**src/rtl/ysyx_22050243_scoreboard_pkg.sv**
```systemverilog
// Shared core constants for the GPR scoreboard, forwarding and decode blocks,
// plus the pending-counter update encoding.
package ysyx_22050243_scoreboard_pkg;

  localparam int CORE_GPR_ADDR_WIDTH = 5;
  localparam int CORE_NUM_GPR        = 32;
  localparam int CORE_X0_IDX         = 0;

  typedef enum logic [1:0] {
    CNT_HOLD = 2'd0,
    CNT_INC  = 2'd1,
    CNT_DEC  = 2'd2
  } cnt_op_e;

  function automatic logic [1:0] cnt_apply(input logic [1:0] cnt, input cnt_op_e op);
    case (op)
      CNT_INC:  cnt_apply = cnt + 2'd1;
      CNT_DEC:  cnt_apply = cnt - 2'd1;
      CNT_HOLD: cnt_apply = cnt;
      default:  cnt_apply = cnt;
    endcase
  endfunction

endpackage

```
**src/rtl/ysyx_22050243_scoreboard_if.sv**
```systemverilog
// ID/WB hazard bundle between the pipeline top (master) and the scoreboard (slave).
interface ysyx_22050243_scoreboard_if #(
  parameter int GPR_ADDR_WIDTH = ysyx_22050243_scoreboard_pkg::CORE_GPR_ADDR_WIDTH,
  parameter int NUM_GPR        = ysyx_22050243_scoreboard_pkg::CORE_NUM_GPR
);

  logic                      id_valid;
  logic [GPR_ADDR_WIDTH-1:0] id_rs1;
  logic [GPR_ADDR_WIDTH-1:0] id_rs2;
  logic                      id_rs1_en;
  logic                      id_rs2_en;
  logic [GPR_ADDR_WIDTH-1:0] id_rd;
  logic                      id_reg_w;
  logic                      id_long;
  logic                      id_issue;
  logic                      flush;
  logic                      wb_valid;
  logic                      wb_long;
  logic                      wb_reg_w;
  logic [GPR_ADDR_WIDTH-1:0] wb_rd;
  logic                      stall_id;
  logic [NUM_GPR-1:0]        pending_vec;
  logic [1:0]                pending_cnt;
  logic                      busy;
  logic                      sb_err;

  modport master (
    output id_valid, id_rs1, id_rs2, id_rs1_en, id_rs2_en, id_rd, id_reg_w,
           id_long, id_issue, flush, wb_valid, wb_long, wb_reg_w, wb_rd,
    input  stall_id, pending_vec, pending_cnt, busy, sb_err
  );

  modport slave (
    input  id_valid, id_rs1, id_rs2, id_rs1_en, id_rs2_en, id_rd, id_reg_w,
           id_long, id_issue, flush, wb_valid, wb_long, wb_reg_w, wb_rd,
    output stall_id, pending_vec, pending_cnt, busy, sb_err
  );

endinterface

```
**src/rtl/ysyx_22050243_scoreboard.sv**
```systemverilog
// GPR scoreboard: tracks destinations of in-flight long-latency writes and
// stalls ID on RAW, WAW or when the outstanding-write budget is exhausted.
module ysyx_22050243_scoreboard
  import ysyx_22050243_scoreboard_pkg::*;
#(
  parameter int GPR_ADDR_WIDTH = CORE_GPR_ADDR_WIDTH,
  parameter int NUM_GPR        = CORE_NUM_GPR,
  parameter int MAX_OUTST      = 2
) (
  input  logic                         clk,
  input  logic                         rst,
  ysyx_22050243_scoreboard_if.slave    sb
);

  localparam logic [GPR_ADDR_WIDTH-1:0] X0      = GPR_ADDR_WIDTH'(CORE_X0_IDX);
  localparam logic [1:0]                MAX_CNT = 2'(MAX_OUTST);

  logic [NUM_GPR-1:0] pending_r;
  logic [1:0]         cnt_r;
  logic               busy_r;
  logic               err_r;

  logic               raw1_s;
  logic               raw2_s;
  logic               waw_s;
  logic               cap_s;
  logic               stall_s;
  logic               issue_set_s;
  logic               wb_clr_s;
  logic               set_ok_s;
  logic               clr_ok_s;
  cnt_op_e            cnt_op_s;
  logic [NUM_GPR-1:0] pending_nxt_s;
  logic [1:0]         cnt_nxt_s;
  logic               err_nxt_s;

  // Hazard compare against registered state only, so a same-cycle clear never hides a stall.
  always_comb begin
    raw1_s  = sb.id_rs1_en & (sb.id_rs1 != X0) & pending_r[sb.id_rs1];
    raw2_s  = sb.id_rs2_en & (sb.id_rs2 != X0) & pending_r[sb.id_rs2];
    waw_s   = sb.id_reg_w  & (sb.id_rd  != X0) & pending_r[sb.id_rd];
    cap_s   = sb.id_long   & (cnt_r == MAX_CNT);
    stall_s = sb.id_valid  & (raw1_s | raw2_s | waw_s | cap_s);
  end

  // Qualify issue and writeback events; illegal ones are dropped and only flag an error.
  always_comb begin
    issue_set_s = sb.id_valid & sb.id_issue & ~sb.flush & sb.id_reg_w & sb.id_long
                & (sb.id_rd != X0);
    wb_clr_s    = sb.wb_valid & sb.wb_long & sb.wb_reg_w & (sb.wb_rd != X0);
    set_ok_s    = issue_set_s & ~stall_s;
    clr_ok_s    = wb_clr_s & pending_r[sb.wb_rd] & (cnt_r != 2'd0);
    err_nxt_s   = err_r | (issue_set_s & stall_s) | (wb_clr_s & ~clr_ok_s);
  end

  // Next pending vector and counter; set and clear on different registers both apply.
  always_comb begin
    pending_nxt_s = pending_r;
    if (clr_ok_s) begin
      pending_nxt_s[sb.wb_rd] = 1'b0;
    end else begin
      pending_nxt_s = pending_nxt_s;
    end
    if (set_ok_s) begin
      pending_nxt_s[sb.id_rd] = 1'b1;
    end else begin
      pending_nxt_s = pending_nxt_s;
    end
    pending_nxt_s[0] = 1'b0;

    case ({set_ok_s, clr_ok_s})
      2'b10:   cnt_op_s = CNT_INC;
      2'b01:   cnt_op_s = CNT_DEC;
      default: cnt_op_s = CNT_HOLD;
    endcase
    cnt_nxt_s = cnt_apply(cnt_r, cnt_op_s);
  end

  // Scoreboard state; reset overrides any same-cycle issue or writeback.
  always_ff @(posedge clk) begin
    if (rst) begin
      pending_r <= '0;
      cnt_r     <= 2'd0;
      busy_r    <= 1'b0;
      err_r     <= 1'b0;
    end else begin
      pending_r <= pending_nxt_s;
      cnt_r     <= cnt_nxt_s;
      busy_r    <= (cnt_nxt_s != 2'd0);
      err_r     <= err_nxt_s;
    end
  end

  assign sb.stall_id    = stall_s;
  assign sb.pending_vec = pending_r;
  assign sb.pending_cnt = cnt_r;
  assign sb.busy        = busy_r;
  assign sb.sb_err      = err_r;

endmodule

```
**src/flat_wrapper.sv**
```systemverilog
// flat-port wrapper written by rule: the top's interface ports become plain ports
module ysyx_22050243_scoreboard_flat import ysyx_22050243_scoreboard_pkg::*;
#(
  parameter int GPR_ADDR_WIDTH = CORE_GPR_ADDR_WIDTH,
  parameter int NUM_GPR        = CORE_NUM_GPR,
  parameter int MAX_OUTST      = 2
)
  (clk, rst, sb_id_valid, sb_id_rs1, sb_id_rs2, sb_id_rs1_en, sb_id_rs2_en, sb_id_rd, sb_id_reg_w, sb_id_long, sb_id_issue, sb_flush, sb_wb_valid, sb_wb_long, sb_wb_reg_w, sb_wb_rd, sb_stall_id, sb_pending_vec, sb_pending_cnt, sb_busy, sb_sb_err);
  ysyx_22050243_scoreboard_if #(.GPR_ADDR_WIDTH(GPR_ADDR_WIDTH), .NUM_GPR(NUM_GPR)) sb_i ();
  input  logic clk;
  input  logic rst;
  input wire logic [$bits(sb_i.id_valid)-1:0] sb_id_valid;
  input wire logic [$bits(sb_i.id_rs1)-1:0] sb_id_rs1;
  input wire logic [$bits(sb_i.id_rs2)-1:0] sb_id_rs2;
  input wire logic [$bits(sb_i.id_rs1_en)-1:0] sb_id_rs1_en;
  input wire logic [$bits(sb_i.id_rs2_en)-1:0] sb_id_rs2_en;
  input wire logic [$bits(sb_i.id_rd)-1:0] sb_id_rd;
  input wire logic [$bits(sb_i.id_reg_w)-1:0] sb_id_reg_w;
  input wire logic [$bits(sb_i.id_long)-1:0] sb_id_long;
  input wire logic [$bits(sb_i.id_issue)-1:0] sb_id_issue;
  input wire logic [$bits(sb_i.flush)-1:0] sb_flush;
  input wire logic [$bits(sb_i.wb_valid)-1:0] sb_wb_valid;
  input wire logic [$bits(sb_i.wb_long)-1:0] sb_wb_long;
  input wire logic [$bits(sb_i.wb_reg_w)-1:0] sb_wb_reg_w;
  input wire logic [$bits(sb_i.wb_rd)-1:0] sb_wb_rd;
  output wire logic [$bits(sb_i.stall_id)-1:0] sb_stall_id;
  output wire logic [$bits(sb_i.pending_vec)-1:0] sb_pending_vec;
  output wire logic [$bits(sb_i.pending_cnt)-1:0] sb_pending_cnt;
  output wire logic [$bits(sb_i.busy)-1:0] sb_busy;
  output wire logic [$bits(sb_i.sb_err)-1:0] sb_sb_err;
  assign sb_i.id_valid = sb_id_valid;
  assign sb_i.id_rs1 = sb_id_rs1;
  assign sb_i.id_rs2 = sb_id_rs2;
  assign sb_i.id_rs1_en = sb_id_rs1_en;
  assign sb_i.id_rs2_en = sb_id_rs2_en;
  assign sb_i.id_rd = sb_id_rd;
  assign sb_i.id_reg_w = sb_id_reg_w;
  assign sb_i.id_long = sb_id_long;
  assign sb_i.id_issue = sb_id_issue;
  assign sb_i.flush = sb_flush;
  assign sb_i.wb_valid = sb_wb_valid;
  assign sb_i.wb_long = sb_wb_long;
  assign sb_i.wb_reg_w = sb_wb_reg_w;
  assign sb_i.wb_rd = sb_wb_rd;
  assign sb_stall_id = sb_i.stall_id;
  assign sb_pending_vec = sb_i.pending_vec;
  assign sb_pending_cnt = sb_i.pending_cnt;
  assign sb_busy = sb_i.busy;
  assign sb_sb_err = sb_i.sb_err;
  ysyx_22050243_scoreboard #(.GPR_ADDR_WIDTH(GPR_ADDR_WIDTH), .NUM_GPR(NUM_GPR), .MAX_OUTST(MAX_OUTST)) u_core (.clk(clk), .rst(rst), .sb(sb_i));
endmodule
```
**config.mk**
```make
export PLATFORM = sky130hd
export DESIGN_NAME = ysyx_22050243_scoreboard_flat
export DESIGN_NICKNAME = d
export VERILOG_FILES = /design/src/rtl/ysyx_22050243_scoreboard_pkg.sv /design/src/rtl/ysyx_22050243_scoreboard_if.sv /design/src/rtl/ysyx_22050243_scoreboard.sv /design/src/flat_wrapper.sv
export SDC_FILE = /design/constraint.sdc
export NUM_CORES = 1
export LEC_CHECK = 0
export CAP_MARGIN = 5
export CORE_ASPECT_RATIO = 2
export CORE_MARGIN = 5
export CORE_UTILIZATION = 50
export DETAILED_ROUTE_END_ITERATION = 8
export PLACE_DENSITY = 0.78
export SYNTH_ARGS = -nofsm -noshare
export SYNTH_HDL_FRONTEND = slang
export SYNTH_SLANG_ARGS = --single-unit
export TNS_END_PERCENT = 30
```
**constraint.sdc**
```tcl
create_clock -name clk -period 5.9 [get_ports clk]
set_input_delay 1.18 -clock clk [delete_from_list [all_inputs] [get_ports clk]]
set_output_delay 1.18 -clock clk [all_outputs]
set_load 0.02 [all_outputs]
```
==> key figures <==
Finish
  • Commonest non-fill, non-tap cell in the layout: clkdlybuf4s50_1
  • Share of layout cells above drive strength 1: 0.121
  • Nets: between 300 and 400
  • Syn-to-layout area delta: 28.4%
  • Fin util: 0.658
  • Fill count: roughly 470
  • Most frequent cells in the layout: clkdlybuf4s50_1 (67), dfxtp_1 (35), mux2i_1 (31)
  • Number of diodes: 0
  • Final Instance Area: 3530 µm²

Route
  • Drt total wl: 9380 µm
  • DR pass1 iterations: 5
  • Met3 WL post-DR: roughly 600 µm
  • Initial DRC count: 221
  • Metal2 WL: a little over 5000 µm
  • M1 WL: 3260 µm
  • Antenna-violating nets left: 0
  • Top Metal Used: met4
  • Wirelength per Cell: 22.6 µm
  • Vias: about 2900
  • DRC violations left: 0
  • Vias per cell: ~7

Clock network
  • CTS Buf Count: 5
  • Worst-path clk slew: around 0.070 ns
  • Post-CTS Repair Setup Buffers: 0
  • CTS hold repair buffers: 0
  • CTS tree: done
  • Worst-Skew Late Latency: 0.29 ns
  • H-tree Lvls: 2
  • CTS Sinks: 35
  • CTS root buffer: clkbuf_8
  • CTS Buffer Depth: 2
  • Post-CTS resize count: 0

Place
  • Area after DPL: 3420 µm²
  • Place WS: roughly 0.6 ns
  • GP Congestion: around 0.96
  • DPL Wire Length: between 7000 and 8000 µm
  • PortBufs: 67

Run status
  • Outcome: finished, final reports clean

Floorplanning
  • Row count: 38
  • Die area: 7180 µm²
  • Die Ht: 115 µm
  • Core ar.: about 5400 µm²
  • Die width: around 62 µm
  • Initial Utilization: 0.512
  • Top Ports: 69

Logic synthesis
  • Syn avg cell area: roughly 9.1 µm²
  • Yosys reg bits: 35
  • Synth Flop Type: dfxtp_1
  • Ys async rst share: 0
  • Ys Warns: 0
  • Synthesized Nets: between 300 and 400
  • Seq/Total Area, Yosys: 0.255
  • Cell variety after synth: 52
  • Mapped cell area: roughly 2800 µm²
  • Cells after Synth: about 300
  • Post-synth EDFFs: 0

Setup path
  • Most used cell, CP: clkdlybuf4s50_1
  • Max Fanout on Critical Path: 5
  • Crit Path Category: in2out
  • Worst Setup Start Kind: primary input
  • CP Data Required Time: 4.72 ns
  • Slowest-stage cell, CP: clkdlybuf4s50_1
  • Worst Reg-to-Reg Cells: 10
  • CP max stage delay: ~0.56 ns
  • R2R Setup Slk: 2.78 ns
  • Worst R2R Start: u_core.sb.pending_vec[13]
  • Worst Setup End Kind: primary output
  • Reg-to-Reg End: u_core.sb.busy
  • Data arrival, critical path: 4.10 ns
  • Cell-by-cell listing of the critical path: clkdlybuf4s50_1 > mux4_2 > mux2_2 > or3_1 > and4_1 > a211oi_4 > inv_1 > clkdlybuf4s50_1

Pwr
  • Worst VDD drop: ~180 µV
  • Leak pwr: 1.22 nW
  • Cell area power density: ~160 nW/µm²

Worst hold path
  • Hold Crit Class: reg2reg
  • Worst Hold End: u_core.sb.sb_err
  • Worst Hold Depth: 2
  • Min-delay src: u_core.sb.sb_err

STA
  • Highest clock rate: 0.189 GHz
  • Fin crit period: around 5.3 ns
  • Hold Fails Final Rpt: 0
  • Slew Limit Fails: 0
  • Final worst slack: 0.620 ns
  • Final setup viols: 0
  • Max Clock Skew: between 0.005 and 0.006 ns
  • Unrepaired setup endpoints after global routing: false
  • Max transition margin: 0.356
  • Final Cycle Share: 0.895
  • Worst slew pin tran: slightly below 1 ns
  • Setup TNS: 0 ns

GRT
  • Largest net degree at the start of global routing: 35
  • Number of global-route vias before repair: ~3000
  • Initial antenna violation count: 0
  • Tot GR Track Use: 0.260
  • Global route overflow: 0
  • First-pass GRT wire length: approximately 15000 µm

Run
  • Max_cap viols: 0
-- synthesized netlist by cell type, drive strengths merged (2+ instances only) --
| master | n | share of area |
|---|---|---|
| nand4 | 3 | 0.014 |
| nor2b | 4 | 0.0091 |
| o22ai | 12 | 0.027 |
| mux2i | 31 | 0.11 |
| a21boi | 2 | 0.0055 |
| nand2 | 19 | 0.029 |
| a22oi | 2 | 0.0055 |
| or3 | 4 | 0.0091 |
| buf | 9 | 0.018 |
| o211ai | 3 | 0.0082 |
| inv | 10 | 0.014 |
| a21oi | 2 | 0.0036 |
| nor3 | 10 | 0.018 |
| nand3 | 5 | 0.0091 |
| mux2 | 4 | 0.016 |
| o31ai | 2 | 0.0055 |
| dfxtp | 35 | 0.25 |
| nand2b | 6 | 0.014 |
| clkbuf | 19 | 0.026 |
| nand3b | 7 | 0.019 |
| o41ai | 8 | 0.025 |
| or3b | 4 | 0.013 |
| mux4 | 15 | 0.12 |
| a31oi | 5 | 0.011 |
| o2bb2ai | 2 | 0.0064 |
| o21ai | 18 | 0.033 |
| o221ai | 3 | 0.0095 |
| a221oi | 2 | 0.0064 |
| xnor2 | 2 | 0.0064 |
| nor2 | 14 | 0.019 |
| or2 | 3 | 0.0068 |
| o311ai | 24 | 0.076 |
-- logic make-up after synthesis --
| group | after synthesis | synth area share |
|---|---|---|
| other | 1 | 0.00136 |
| adder cells (fa/ha/maj) | 1 | 0.00454 |
| AND/OR/NAND/NOR | 85 | 0.175 |
| XOR/XNOR | 3 | 0.00955 |
| buffers and inverters | 38 | 0.0573 |
| flip-flops | 35 | 0.255 |
| AO/OA/AOI/OAI | 90 | 0.245 |
| multiplexers | 50 | 0.252 |
-- worst max path at each step --
stage	to	slack, ns	startpoint
floorplan	sb_stall_id	1.57	sb_id_rs2[2]
global placement	sb_stall_id	0.63	sb_id_rs2[0]
detailed placement	sb_stall_id	0.61	sb_id_rs2[0]
CTS	sb_stall_id	0.60	sb_id_rs2[0]
global route	sb_stall_id	0.48	sb_id_rs1[0]
finish	sb_stall_id	0.62	sb_id_rs2[0]
-- worst max-delay path, delay by kind of cell --
family	cells	cell delay, ns
buffers and inverters	3	1.20
muxes	2	0.81
AOI/OAI and AO/OA	1	0.40
and+or+nand+nor	2	0.49
-- state kept, by name (all words and copies together) (netlist names) --
| register | cells |
|---|---|
| u_core.sb.busy | 1 |
| u_core.sb.sb_err | 1 |
| u_core.sb.pending_cnt | 2 |
| u_core.sb.pending_vec | 31 |
-- area by class of cell --
type                            count  area, µm²  area share
Clock buffer                        6       82.6      0.0234
Timing Repair Buffer               72        708       0.200
Sequential cell                    35        701       0.198
Inverter                           10       37.5      0.0106
Clock inverter                      2       35.0     0.00992
Tap cell                           60       75.1      0.0212
Multi-Input combinational cell    230       1890       0.536
-- metrics by stage --
stage	total power [mW]	hold WS, ns	cells
after detailed placement	0.340	0.461	407
after floorplan	0.301	0.536	303
after global placement	0.339	0.456	407
after global routing	0.580	0.517	415
after CTS	0.561	0.474	415
final	0.562	0.469	415
-- power by group --
part	internal (mW)	switching (mW)	total, mW
sequential	0.237	0.000805	0.238
combinational	0.0431	0.0554	0.0986
clock	0.137	0.0894	0.226
total	0.417	0.146	0.562
-- layer usage --
layer / vias up / global-route usage
met2: 151 / 0.488
li1: 1305 / -
met4: 0 / 0.152
met3: 33 / 0.0313
met5: - / 0
met1: 1428 / 0.273
No activity file was read; power rests on OpenSTA's default activity.
